$ cat src/rtl/my_fetch_pkg.sv
// Shared types and defaults for the instruction-fetch stage.
package my_fetch_pkg;

  localparam int DEFAULT_WIDTH = 16;

  typedef enum logic [1:0] {
    IDLE  = 2'd0,
    FETCH = 2'd1,
    HOLD  = 2'd2
  } fetch_state_e;

endpackage

$ cat src/rtl/my_fetch_if.sv
// ROM request/ack bus, downstream valid/ready bus and redirect inputs of the fetch stage.
interface my_fetch_if
  import my_fetch_pkg::*;
#(
  parameter int WIDTH = DEFAULT_WIDTH
);
  logic             jump;
  logic [WIDTH-1:0] jump_addr;
  logic [WIDTH-1:0] rom_addr;
  logic             rom_req;
  logic             rom_ack;
  logic [WIDTH-1:0] rom_data;
  logic [WIDTH-1:0] inst;
  logic [WIDTH-1:0] inst_pc;
  logic             inst_valid;
  logic             inst_ready;

  modport master (
    input  jump, jump_addr, rom_ack, rom_data, inst_ready,
    output rom_addr, rom_req, inst, inst_pc, inst_valid
  );

  modport slave (
    output jump, jump_addr, rom_ack, rom_data, inst_ready,
    input  rom_addr, rom_req, inst, inst_pc, inst_valid
  );
endinterface

$ cat src/rtl/my_mux.sv
// Gate-library 2:1 multiplexer: y = sel ? b : a.
module my_mux (
  input  logic a,
  input  logic b,
  input  logic sel,
  output logic y
);
  assign y = sel ? b : a;
endmodule

$ cat src/rtl/my_pc.sv
// Program counter register: reset > load > inc, next value selected by per-bit my_mux chains.
module my_pc #(
  parameter int               WIDTH     = 16,
  parameter logic [WIDTH-1:0] RESET_VAL = '0
) (
  input  logic             clk,
  input  logic             reset,
  input  logic             load,
  input  logic             inc,
  input  logic [WIDTH-1:0] load_val,
  output logic [WIDTH-1:0] pc
);
  logic [WIDTH-1:0] pc_q;
  logic [WIDTH-1:0] pc_d;
  logic [WIDTH-1:0] pc_plus1;
  logic [WIDTH-1:0] inc_sel;

  // Natural wrap of the adder gives 2^WIDTH-1 -> 0.
  assign pc_plus1 = pc_q + WIDTH'(1);

  for (genvar i = 0; i < WIDTH; i++) begin : g_bit
    my_mux u_inc_mux (
      .a   (pc_q[i]),
      .b   (pc_plus1[i]),
      .sel (inc),
      .y   (inc_sel[i])
    );
    my_mux u_load_mux (
      .a   (inc_sel[i]),
      .b   (load_val[i]),
      .sel (load),
      .y   (pc_d[i])
    );
  end

  always_ff @(posedge clk or posedge reset) begin
    if (reset) pc_q <= RESET_VAL;
    else       pc_q <= pc_d;
  end

  assign pc = pc_q;
endmodule

$ cat src/rtl/my_fetch.sv
// Instruction-fetch stage: PC, ROM req/ack fetch, valid/ready hand-off downstream.
// Redirect (jump/jump_addr + flush) is built only when FETCH_JUMP_EN is defined.
module my_fetch
  import my_fetch_pkg::*;
#(
  parameter int               WIDTH    = DEFAULT_WIDTH,
  parameter logic [WIDTH-1:0] RESET_PC = '0
) (
  input logic        clk,
  input logic        reset,
  my_fetch_if.master bus
);
  fetch_state_e     state_q, state_d;
  logic [WIDTH-1:0] rom_addr_q, rom_addr_d;
  logic             rom_req_q, rom_req_d;
  logic [WIDTH-1:0] inst_q, inst_d;
  logic [WIDTH-1:0] inst_pc_q, inst_pc_d;
  logic             inst_valid_q, inst_valid_d;

  logic [WIDTH-1:0] pc_q;
  logic             pc_load;
  logic             pc_inc;
  logic             jump_w;
  logic [WIDTH-1:0] jump_addr_w;
  logic             flush_w;
  logic [WIDTH-1:0] fetch_target;

`ifdef FETCH_JUMP_EN
  logic flush_q, flush_d;
  assign jump_w      = bus.jump;
  assign jump_addr_w = bus.jump_addr;
  assign flush_w     = flush_q;
`else
  logic unused_jump;
  assign unused_jump = ^{bus.jump, bus.jump_addr};
  assign jump_w      = 1'b0;
  assign jump_addr_w = '0;
  assign flush_w     = 1'b0;
`endif

  // Address of the next request whenever the FSM (re)enters FETCH.
  assign fetch_target = jump_w ? jump_addr_w : pc_q;

  my_pc #(
    .WIDTH     (WIDTH),
    .RESET_VAL (RESET_PC)
  ) u_pc (
    .clk      (clk),
    .reset    (reset),
    .load     (pc_load),
    .inc      (pc_inc),
    .load_val (jump_addr_w),
    .pc       (pc_q)
  );

  always_comb begin
    state_d      = state_q;
    rom_addr_d   = rom_addr_q;
    rom_req_d    = rom_req_q;
    inst_d       = inst_q;
    inst_pc_d    = inst_pc_q;
    inst_valid_d = inst_valid_q;
    pc_load      = 1'b0;
    pc_inc       = 1'b0;
`ifdef FETCH_JUMP_EN
    flush_d      = flush_q;
`endif
    case (state_q)
      IDLE: begin
        state_d    = FETCH;
        rom_req_d  = 1'b1;
        rom_addr_d = fetch_target;
        pc_load    = jump_w;
      end
      FETCH: begin
        if (bus.rom_ack) begin
          if (jump_w || flush_w) begin
            // Stale word: drop it and reissue at the redirect target.
            rom_addr_d = fetch_target;
            pc_load    = jump_w;
`ifdef FETCH_JUMP_EN
            flush_d    = 1'b0;
`endif
          end else begin
            inst_d       = bus.rom_data;
            inst_pc_d    = pc_q;
            inst_valid_d = 1'b1;
            pc_inc       = 1'b1;
            rom_req_d    = 1'b0;
            state_d      = HOLD;
          end
        end else if (jump_w) begin
          // Request must stay stable until acked; remember to discard its data.
          pc_load = 1'b1;
`ifdef FETCH_JUMP_EN
          flush_d = 1'b1;
`endif
        end
      end
      HOLD: begin
        if (jump_w || bus.inst_ready) begin
          inst_valid_d = 1'b0;
          state_d      = FETCH;
          rom_req_d    = 1'b1;
          rom_addr_d   = fetch_target;
          pc_load      = jump_w;
        end
      end
      default: begin
        state_d   = IDLE;
        rom_req_d = 1'b0;
      end
    endcase
  end

  always_ff @(posedge clk or posedge reset) begin
    if (reset) begin
      state_q      <= IDLE;
      rom_addr_q   <= RESET_PC;
      rom_req_q    <= 1'b0;
      inst_q       <= '0;
      inst_pc_q    <= '0;
      inst_valid_q <= 1'b0;
`ifdef FETCH_JUMP_EN
      flush_q      <= 1'b0;
`endif
    end else begin
      state_q      <= state_d;
      rom_addr_q   <= rom_addr_d;
      rom_req_q    <= rom_req_d;
      inst_q       <= inst_d;
      inst_pc_q    <= inst_pc_d;
      inst_valid_q <= inst_valid_d;
`ifdef FETCH_JUMP_EN
      flush_q      <= flush_d;
`endif
    end
  end

  assign bus.rom_addr   = rom_addr_q;
  assign bus.rom_req    = rom_req_q;
  assign bus.inst       = inst_q;
  assign bus.inst_pc    = inst_pc_q;
  assign bus.inst_valid = inst_valid_q;
endmodule
$ cat src/flat_wrapper.sv
// flat-port wrapper written by rule: the top's interface ports become plain ports
module my_fetch_flat import my_fetch_pkg::*;
#(
  parameter int               WIDTH    = DEFAULT_WIDTH,
  parameter logic [WIDTH-1:0] RESET_PC = '0
)
  (clk, reset, bus_jump, bus_jump_addr, bus_rom_ack, bus_rom_data, bus_inst_ready, bus_rom_addr, bus_rom_req, bus_inst, bus_inst_pc, bus_inst_valid);
  my_fetch_if #(.WIDTH(WIDTH)) bus_i ();
  input logic clk;
  input logic reset;
  input wire logic [$bits(bus_i.jump)-1:0] bus_jump;
  input wire logic [$bits(bus_i.jump_addr)-1:0] bus_jump_addr;
  input wire logic [$bits(bus_i.rom_ack)-1:0] bus_rom_ack;
  input wire logic [$bits(bus_i.rom_data)-1:0] bus_rom_data;
  input wire logic [$bits(bus_i.inst_ready)-1:0] bus_inst_ready;
  output wire logic [$bits(bus_i.rom_addr)-1:0] bus_rom_addr;
  output wire logic [$bits(bus_i.rom_req)-1:0] bus_rom_req;
  output wire logic [$bits(bus_i.inst)-1:0] bus_inst;
  output wire logic [$bits(bus_i.inst_pc)-1:0] bus_inst_pc;
  output wire logic [$bits(bus_i.inst_valid)-1:0] bus_inst_valid;
  assign bus_i.jump = bus_jump;
  assign bus_i.jump_addr = bus_jump_addr;
  assign bus_i.rom_ack = bus_rom_ack;
  assign bus_i.rom_data = bus_rom_data;
  assign bus_i.inst_ready = bus_inst_ready;
  assign bus_rom_addr = bus_i.rom_addr;
  assign bus_rom_req = bus_i.rom_req;
  assign bus_inst = bus_i.inst;
  assign bus_inst_pc = bus_i.inst_pc;
  assign bus_inst_valid = bus_i.inst_valid;
  my_fetch #(.WIDTH(WIDTH), .RESET_PC(RESET_PC)) u_core (.clk(clk), .reset(reset), .bus(bus_i));
endmodule
$ cat config.mk
export PLATFORM = sky130hd
export DESIGN_NAME = my_fetch_flat
export DESIGN_NICKNAME = d
export VERILOG_FILES = /design/src/rtl/my_fetch_pkg.sv /design/src/rtl/my_fetch_if.sv /design/src/rtl/my_mux.sv /design/src/rtl/my_pc.sv /design/src/rtl/my_fetch.sv /design/src/flat_wrapper.sv
export SDC_FILE = /design/constraint.sdc
export NUM_CORES = 1
export LEC_CHECK = 0
export ABC_AREA = 0
export ABC_CLOCK_PERIOD_IN_PS = 2400
export BUFFER_PORTS_ARGS = -buffer_cell sky130_fd_sc_hd__buf_2
export CAP_MARGIN = 20
export CORE_AREA = 2 2 91 93
export CTS_CLUSTER_DIAMETER = 100
export DETAILED_ROUTE_END_ITERATION = 16
export DIE_AREA = 0 0 93 95
export GPL_ROUTABILITY_DRIVEN = 0
export PLACE_DENSITY = 0.68
export SYNTH_ARGS = -nofsm -noshare
export SYNTH_HDL_FRONTEND = slang
export SYNTH_SLANG_ARGS = --single-unit
export TNS_END_PERCENT = 50
$ cat constraint.sdc
create_clock -name clk -period 2.4 [get_ports clk]
set_input_delay 0.12 -clock clk [delete_from_list [all_inputs] [get_ports clk]]
set_output_delay 0.12 -clock clk [all_outputs]
set_load 0.005 [all_outputs]
After elaboration in Yosys (flattened, before gate mapping)
Cells that the tools add are included.
- add/subtract/negate cells: 1
- eq/ne operators: 4
- mux-type cells: 13
- reductions and logical operators: 7
- operators by type and width (operator ; number):
    $pmux W16 S2 ; 1
    $add A16 B1 Y16 const B ; 1
    $mux W16 ; 1
    $mux W1 ; 6
    $pmux W2 S3 ; 1
    $reduce_and A2 Y1 ; 3
    $mux W2 ; 2
    $ne A2 B2 Y1 const B ; 2
    $reduce_bool A2 Y1 ; 2
    $pmux W1 S3 ; 1
    $reduce_and A3 Y1 ; 1
    $eq A2 B1 Y1 const B ; 1
    $eq A2 B2 Y1 const B ; 1
    $logic_not A2 Y1 ; 1
    $pmux W1 S2 ; 1
- bits in registers: 68
- output and inout port bits: 50
- logic and storage cells: 32

Logic depth before layout (Yosys ltp)
Gate-level depths: netlist of the first run.
- word-level depth: 3
- depth in mapped cells: 6
- gate-level depth less buffers: 5

By module
From an unflattened synthesis of the first run, not the netlist that was laid out.
- cell total of the unflattened synthesis: 213
- area total of the unflattened synthesis: 3219.3 um2
- modules (own cells, without submodules) (module ; times used ; cells an instance ; area each (um2) ; seq. area each (um2)):
    my_fetch ; 1 ; 121 ; 2037.0 ; 1301.2
    my_pc ; 1 ; 60 ; 701.9 ; 400.4
    my_mux ; 32 ; 1 ; 15.0 ; 0.0

Worst setup path after synthesis of the first run
Ideal clock, no wire load.
- path kind: reg-to-reg
- start: register u_core.state_q[1]
- end: register u_core.rom_addr_q[0] (netlist: u_core.bus.rom_addr[0])
- library setup time: 0.125 ns
- data arrival time: 1.198 ns
- slack: 1.077 ns
- cell stages (with the launch flop): 6
- period minus slack after synthesis: 1.323 ns
- cells stage by stage: dfrtp_1 -> nand2b_1 -> nor2b_1 -> buf_4 -> buf_6 -> mux2_4
- word-level cells in the longest chain between the ends: 3
- elaborated cells on any way between the ends: 6
- RTL lines (element ; RTL line ; text):
    from (decl) ; my_fetch.sv:13 ; fetch_state_e state_q, state_d;
    from (signal assigned) ; my_fetch.sv:128 ; state_q <= state_d;
    $eq A2 B2 Y1 or $logic_not A2 Y1 (tied branches) ; my_fetch.sv:68 ; case (state_q)
    $ne A2 B2 Y1 (no line) or $reduce_bool A2 Y1 (tied branches) ; - ;
    $reduce_and A2 Y1 (no line) ; - ;
    to (signal assigned) ; my_fetch.sv:129 ; rom_addr_q <= rom_addr_d;
    to (decl) ; my_fetch.sv:14 ; logic [WIDTH-1:0] rom_addr_q, rom_addr_d;
Several ways; a longest one is shown, not always the timed one.
A chain may end at the register's enable or synchronous reset.

Worst setup path in the final report of the first run
- start: register u_core.state_q[1]
- end: register u_core.rom_addr_q[10] (netlist: u_core.bus.rom_addr[10])
The elaborated chain is that of the path after synthesis.

==> metrics.md, run 1 <==
| Metric | Value |
|---|---|
| Worst path max stage delay | `420 ps` |
| Fillcell total | `775` |
| I/O pin cnt | `87` |
| Core area | `0.00793 mm^2` |
| Critical-path cell list | `nand2b_1, nor2b_2, buf_4, mux2_2` |
| Total grt overflow | `0` |
| Most Crowded Layer GR | `met2` |
| Crit. End Element | `register` |
| R2r startpoint | `u_core.state_q[1]` |
| Worst reg2reg endpoint | `u_core.bus.rom_addr[10]` |
| Initial antenna violation count | `0` |
| Synth cell types | `27` |
| Synthesis-to-finish area growth | `32.3%` |
| Compound-Gate Fraction of Synth Area | `0.654%` |
| VDD IR max | `510 uV` |
| Leakage | `1.95 nW` |
| Post-Syn Area per Cell | `11.0 um^2` |
| Register area share after synthesis | `62.6%` |
| Clock slew at reported path FFs | `70 ps` |
| Power per cell area | `992 mW/mm^2` |
| Proportion of synthesized area in mux cells | `7.99%` |
| Worst-path fanout max | `15` |
| WL/cell | `12.4 um` |
| CTS tree | `done` |
| Critical-path top delay cell | `dfrtp_1` |
| Met1 GRT Util | `16.6%` |
| Net Count, Synth | `282` |
| XOR/XNOR Fraction of Synth Area | `4.90%` |
| GRT met3 Usage | `4.87%` |
| Slew headroom | `58.6%` |
| Die Span Y | `95 um` |
| Synth Cell Area | `0.00268 mm^2` |
| Simple-Gate Fraction of Synth Area | `21.2%` |
| Area contributors post-synth | `dfrtp_1 63%, nand2_1 15%, mux2_4 5.0%` |
| Drt initial violations | `93` |
| Final setup margin | `863 ps` |
| Register bit total from synthesis | `67` |
| Number of remaining DRC errors | `0` |
| Synth Area in Adders | `0.467%` |
| Total Nets Final | `376` |
| Synth top area share | `62.6%` |
| Async SR Flop Fraction | `100%` |
| Vias per Instance | `4.40` |
| Post-route minimum period | `1540 ps` |
| FP Rows | `33` |
| Antenna Cells | `0` |
| Slew @ Worst Pin | `620 ps` |
| H-Tree Depth | `3` |
| Worst path arrival time | `1760 ps` |
| Final setup TNS | `0 ps` |
| Routed Antenna Nets | `0` |
| Max Transition Viols Final | `0` |
| Fin crit share | `64.1%` |
| Ratio of cells with drive above 1 in the final layout | `31.8%` |
| GRT Total Usage | `13.9%` |
| Root Driver | `clkbuf_8` |
| Total power | `0.00352 W` |
| Mapped Cells | `244` |
| Clock latency on the worst-skew pair | `340 ps` |
| Post-synth top cells | `107 x nand2_1, 67 x dfrtp_1, 13 x xnor2_1` |
| Setup Crit Path Kind | `reg -> reg` |
| CP required | `2620 ps` |
| Total CTS buffers | `9` |
| Die width | `93 um` |
| Fmax | `650 MHz` |
| Top_reg_cell synth | `dfrtp_1` |
| Starting Density | `33.8%` |
| Hold Path Stages | `3` |
| GR Layer Usage met2 | `22.4%` |
| Number of global-route vias before repair | `1937` |
| Setup Viol. Count Final | `0` |
| Die area | `0.00884 mm^2` |
| Worst setup SP type | `register` |
| Most common cell in the netlist | `nand2_1` |
| Unrepaired setup endpoints after global routing | `no` |
| Buffers on Ports | `69` |
| Status | `finished, final reports clean` |
| Endpoints failing hold | `0` |
| Crit. Startpoint | `u_core.state_q[1]` |
| Hold crit path type | `in -> reg` |
| Clock sink total | `67` |
| Largest net degree at the start of global routing | `41` |
| Largest family of logic cells by synthesized area | `simple AND/OR/NAND/NOR gates` |
| Detailed Place HPWL | `3690 um` |
| Cell type with the largest total area after synthesis | `dfrtp_1` |
| Clock tree buffer depth | `2` |
| Worst Skew | `4.51 ps` |
| Dpl ws | `846 ps` |
| Post-synth EDFFs | `0` |
| Max-Cap Viols | `0` |
| Vias | `1971` |
| DRT Pass-1 Iters | `4` |
| Worst Reg-to-Reg Cells | `4` |
| Final Core Density | `44.7%` |
| Worst hold start | `bus_inst_ready` |
| Min-Delay Endpoint | `u_core.state_q[1]` |
| Ys Warns | `0` |
| DRT Wirelength | `5570 um` |
| R2r setup slk | `860 ps` |
| First-pass GRT wire length | `9400 um` |
[layout make-up]
type	instances	area, um^2	share of cell area (%)
clock inverters	1	30.0	0.847
well taps	105	131	3.71
inverters	2	7.51	0.212
multi-input cells	166	946	26.7
flip-flops and latches	67	1680	47.3
repair buffers	92	576	16.2
clock buffers	15	176	4.98
[report_power, final]
group / internal, W / total, W / leakage, nW / switching (W)
clock network: 0.000567 / 0.000965 / 0.104 / 0.000398
registers: 0.00140 / 0.00161 / 0.883 / 0.000208
logic: 0.000461 / 0.000943 / 0.961 / 0.000482
[layout by cell type (no fill, tap or decap), types with 2 or more instances in the layout]
cell	Yosys	final
buf_4	1	4
nand2_1	107	107
clkbuf_8	0	12
dfrtp_1	67	67
mux2_2	7	7
xor2_1	2	2
nand4_1	2	2
clkbuf_1	2	3
nand3_1	6	6
buf_2	5	69
mux2_4	9	9
xnor2_1	13	13
dlygate4sd3_1	0	18
and2_1	2	2
nor2_1	5	5
[logic make-up (layout without fill, tap and decap cells)]
family,count (synthesis),count (layout)
fa+ha+maj,1,1
mux,16,16
compound gates,3,3
buf+inv,11,110
flops,67,67
xor+xnor,15,15
simple gates,131,131
[through the flow]
| step | hold WS [ps] | cell area (um^2) | cells |
|---|---|---|---|
| after floorplan | 205 | 2680 | 244 |
| after global placement | 220 | 3160 | 414 |
| after detailed placement | 232 | 3160 | 414 |
| after CTS | 86.3 | 3540 | 448 |
| after global routing | 118 | 3540 | 448 |
| final | 94.7 | 3540 | 448 |
[state kept, by name, summed over array words and instances, names as in the netlist]
name                   count
u_core.state_q             2
u_core.u_pc.pc            16
u_core.bus.inst_valid      1
u_core.bus.inst_pc        16
u_core.bus.rom_addr       16
u_core.bus.inst           16
[repair_timing]
| action | 4_1_cts | 5_1_grt |
|---|---|---|
| resized for setup | 0 | 0 |
| hold endpoints to repair | 44 | 0 |
| hold buffers | 18 | 0 |
| setup buffers | 0 | 0 |
[how the worst max path moves through the flow]
stage | to | slack [ps] | cells after the start
2_1_floorplan | u_core.bus.inst[0] | 600 | 1
3_3_place_gp | u_core.bus.rom_addr[12] | 900 | 4
3_5_place_dp | u_core.bus.rom_addr[10] | 850 | 4
4_1_cts | u_core.bus.rom_addr[10] | 850 | 4
5_1_grt | u_core.bus.rom_addr[9] | 760 | 4
6_report | u_core.bus.rom_addr[10] | 860 | 4
[per-layer routing]
layer | vias up | part of all wire (%)
li1 | 963 | -
met1 | 948 | 43
met2 | 50 | 49
met3 | 10 | 5.7
met4 | 0 | 1.7
met5 | - | 0
[worst max-delay path: cells and delay by family, from the launching register on]
kind                   cells  cell delay [ps]
buffers and inverters      1              300
DFF                        1              420
and+or+nand+nor            2              320
muxes                      1              370
Note: power is estimated with default switching activity, not from simulation.
==> inputs of run 2 (changes only) <==
- ABC_CLOCK_PERIOD_IN_PS: 2400 -> 1500
- clock period: 2.4 -> 1.5 ns (I/O delays scaled with it)
==> run 2 against run 1 <==
  * Clock-buffer cell count decreased by 2
  * Total power rose by 62%
  * Sequential share of layout area shrank 0.56 points
  * Via count fell by 0.61%
  * Sequential power rose by 59%
  * Non-clock buffer count grew 3
  * Highest routed layer unchanged
==> metrics.md, run 2 (synthesized netlist as in run 1, its figures left out) <==
| Metric | Value |
|---|---|
| Status | `finished, final reports clean` |
| GRT Total Usage | `13.6% (-0.34 points)` |
| Setup Viol. Count Final | `0 (unchanged)` |
| Max-Cap Viols | `0 (unchanged)` |
| DRT Pass-1 Iters | `4 (unchanged)` |
| Clock slew at reported path FFs | `70 ps (about the same)` |
| Die width | `93 um (unchanged)` |
| Total Nets Final | `379 (+0.80%)` |
| Worst reg2reg endpoint | `u_core.u_pc.pc[8]` |
| Routed Antenna Nets | `0 (unchanged)` |
| End of the critical path | `u_core.u_pc.pc[8]` |
| Detailed Place HPWL | `3670 um (-0.77%)` |
| Fin crit share | `90.9% (+27 points)` |
| Worst Skew | `4.21 ps (-0.302 ps)` |
| CTS tree | `done` |
| First-pass GRT wire length | `9220 um (-1.9%)` |
| Worst Reg-to-Reg Cells | `5 (+1)` |
| Min Hold Slack | `49.2 ps (-45.4 ps)` |
| Ratio of cells with drive above 1 in the final layout | `32.8% (+0.98 points)` |
| Final setup TNS | `0 ps (unchanged)` |
| I/O pin cnt | `87 (unchanged)` |
| Crit. End Element | `register` |
| Number of global-route vias before repair | `1955 (+0.93%)` |
| Worst path arrival time | `1620 ps (-140 ps)` |
| Root Driver | `clkbuf_8` |
| Total CTS buffers | `9 (unchanged)` |
| Final Core Density | `45.2% (+0.54 points)` |
| Final non-filler cell area | `0.00359 mm^2 (+1.2%)` |
| Slew @ Worst Pin | `351 ps (-269 ps)` |
| Clock sink total | `67 (unchanged)` |
| Initial antenna violation count | `0 (unchanged)` |
| R2r startpoint | `u_core.u_pc.pc[0]` |
| Number of remaining DRC errors | `0 (unchanged)` |
| Most frequent cells in the layout | `107 x nand2_1, 69 x buf_2, 67 x dfrtp_1, 18 x dlygate4sd3_1, 13 x xnor2_1` |
| DRT Wirelength | `5630 um (+1.2%)` |
| Post-route minimum period | `1360 ps (-174 ps)` |
| Die Span Y | `95 um (unchanged)` |
| Worst setup SP type | `register` |
| Largest net degree at the start of global routing | `68 (+66%)` |
| Crit. Startpoint | `u_core.u_pc.pc[0]` |
| Clock tree buffer depth | `2 (unchanged)` |
| Placed cell area | `0.00320 mm^2 (+1.2%)` |
| H-Tree Depth | `3 (unchanged)` |
| WL/cell | `12.5 um (+0.77%)` |
| Buffers on Ports | `69 (unchanged)` |
| Antenna Cells | `0 (unchanged)` |
| Commonest non-fill, non-tap cell in the layout | `nand2_1` |
| Worst-path fanout max | `6 (-9)` |
| Endpoints failing hold | `0 (unchanged)` |
| Unrepaired setup endpoints after global routing | `no` |
| Worst hold start | `bus_inst_ready` |
| VDD IR max | `730 uV (+43%)` |
| Leakage | `1.96 nW (+0.84%)` |
| Fmax | `733 MHz (+13%)` |
| FP Rows | `33 (unchanged)` |
| Core area | `0.00793 mm^2 (unchanged)` |
| Vias | `1959 (-0.61%)` |
| Die area | `0.00884 mm^2 (unchanged)` |
| Vias per Instance | `4.35 (-1.1%)` |
| Setup Crit Path Kind | `reg -> reg` |
| Drt initial violations | `58 (-38%)` |
| Max Transition Viols Final | `0 (unchanged)` |
| R2r setup slk | `140 ps (-730 ps)` |
| Clock latency on the worst-skew pair | `330 ps (about the same)` |
| Synthesis-to-finish area growth | `33.9%` |
| Power per cell area | `1590 mW/mm^2 (+60%)` |
| Total grt overflow | `0 (unchanged)` |
| CP required | `1760 ps (-860 ps)` |
| Slew headroom | `76.6% (+18 points)` |
| Starting Density | `33.8% (unchanged)` |
| Hold crit path type | `in -> reg` |
-- run 2: cell count changes in the layout (fill, tap and decap cells not counted) --
cell        change
nor2_1          -1
nor2_4          +1
buf_4           +2
clkbuf_8        -1
clkinv_2        +1
inv_2           -1
nand4b_4        +1
buf_12          +1
nand4b_2        -1
clkbuf_1        -1
clkinvlp_4      +1
-- run 2: repair_timing --
action	4_1_cts	5_1_grt
resized for setup	0	3
setup endpoints to repair	0	4
endpoints found under the hold margin	84	0
setup buffers	0	0
hold buffers	18	0
-- run 2: area by class of cell --
type	instances	area [um^2]
flip-flops and latches	67	1680
clock buffers	13	159
inverters	2	11.3
multi-input cells	166	962
clock inverters	2	35.0
fillers	774	4340
well taps	105	131
repair buffers	95	611
-- run 2: worst min-delay path by stage --
stage                             end  cells after the start
2_1_floorplan       u_core.state_q[0]                      1
3_3_place_gp   u_core.bus.inst_pc[14]                      3
3_5_place_dp       u_core.bus.inst[1]                      3
4_1_cts             u_core.state_q[1]                      3
5_1_grt             u_core.state_q[1]                      3
6_report            u_core.state_q[1]                      3
-- run 2: where the power goes --
part | switching, W | total (W) | leakage (nW) | internal, W
Combinational | 0.000825 | 0.00164 | 0.982 | 0.000819
Clock | 0.000653 | 0.00150 | 0.0995 | 0.000849
Sequential | 0.000324 | 0.00256 | 0.883 | 0.00224
-- run 2: layer usage --
layer / global-route usage [%] / part of all wire, % / wire (um)
met1: 17.2 / 45 / 2550
met2: 21.9 / 49 / 2760
met3: 4.23 / 4.5 / 255
met4: 5.15 / 1.3 / 72
met5: 0 / 0 / 0
-- run 2: through the flow --
stage	total power [W]	setup slack [ps]	instances
after CTS	0.00576	56.4	450
after global routing	0.00610	5.63	450
after floorplan	0.00349	177	244
after detailed placement	0.00420	62.8	417
final	0.00571	136	450
after global placement	0.00412	102	417
-- run 2: worst max-delay path, stage by stage (launching register included) --
cell and delay, ps:
dfrtp_1 450, ha_1 220, nand2_1 90, or2_1 250, nor2_1 140, xor2_1 150
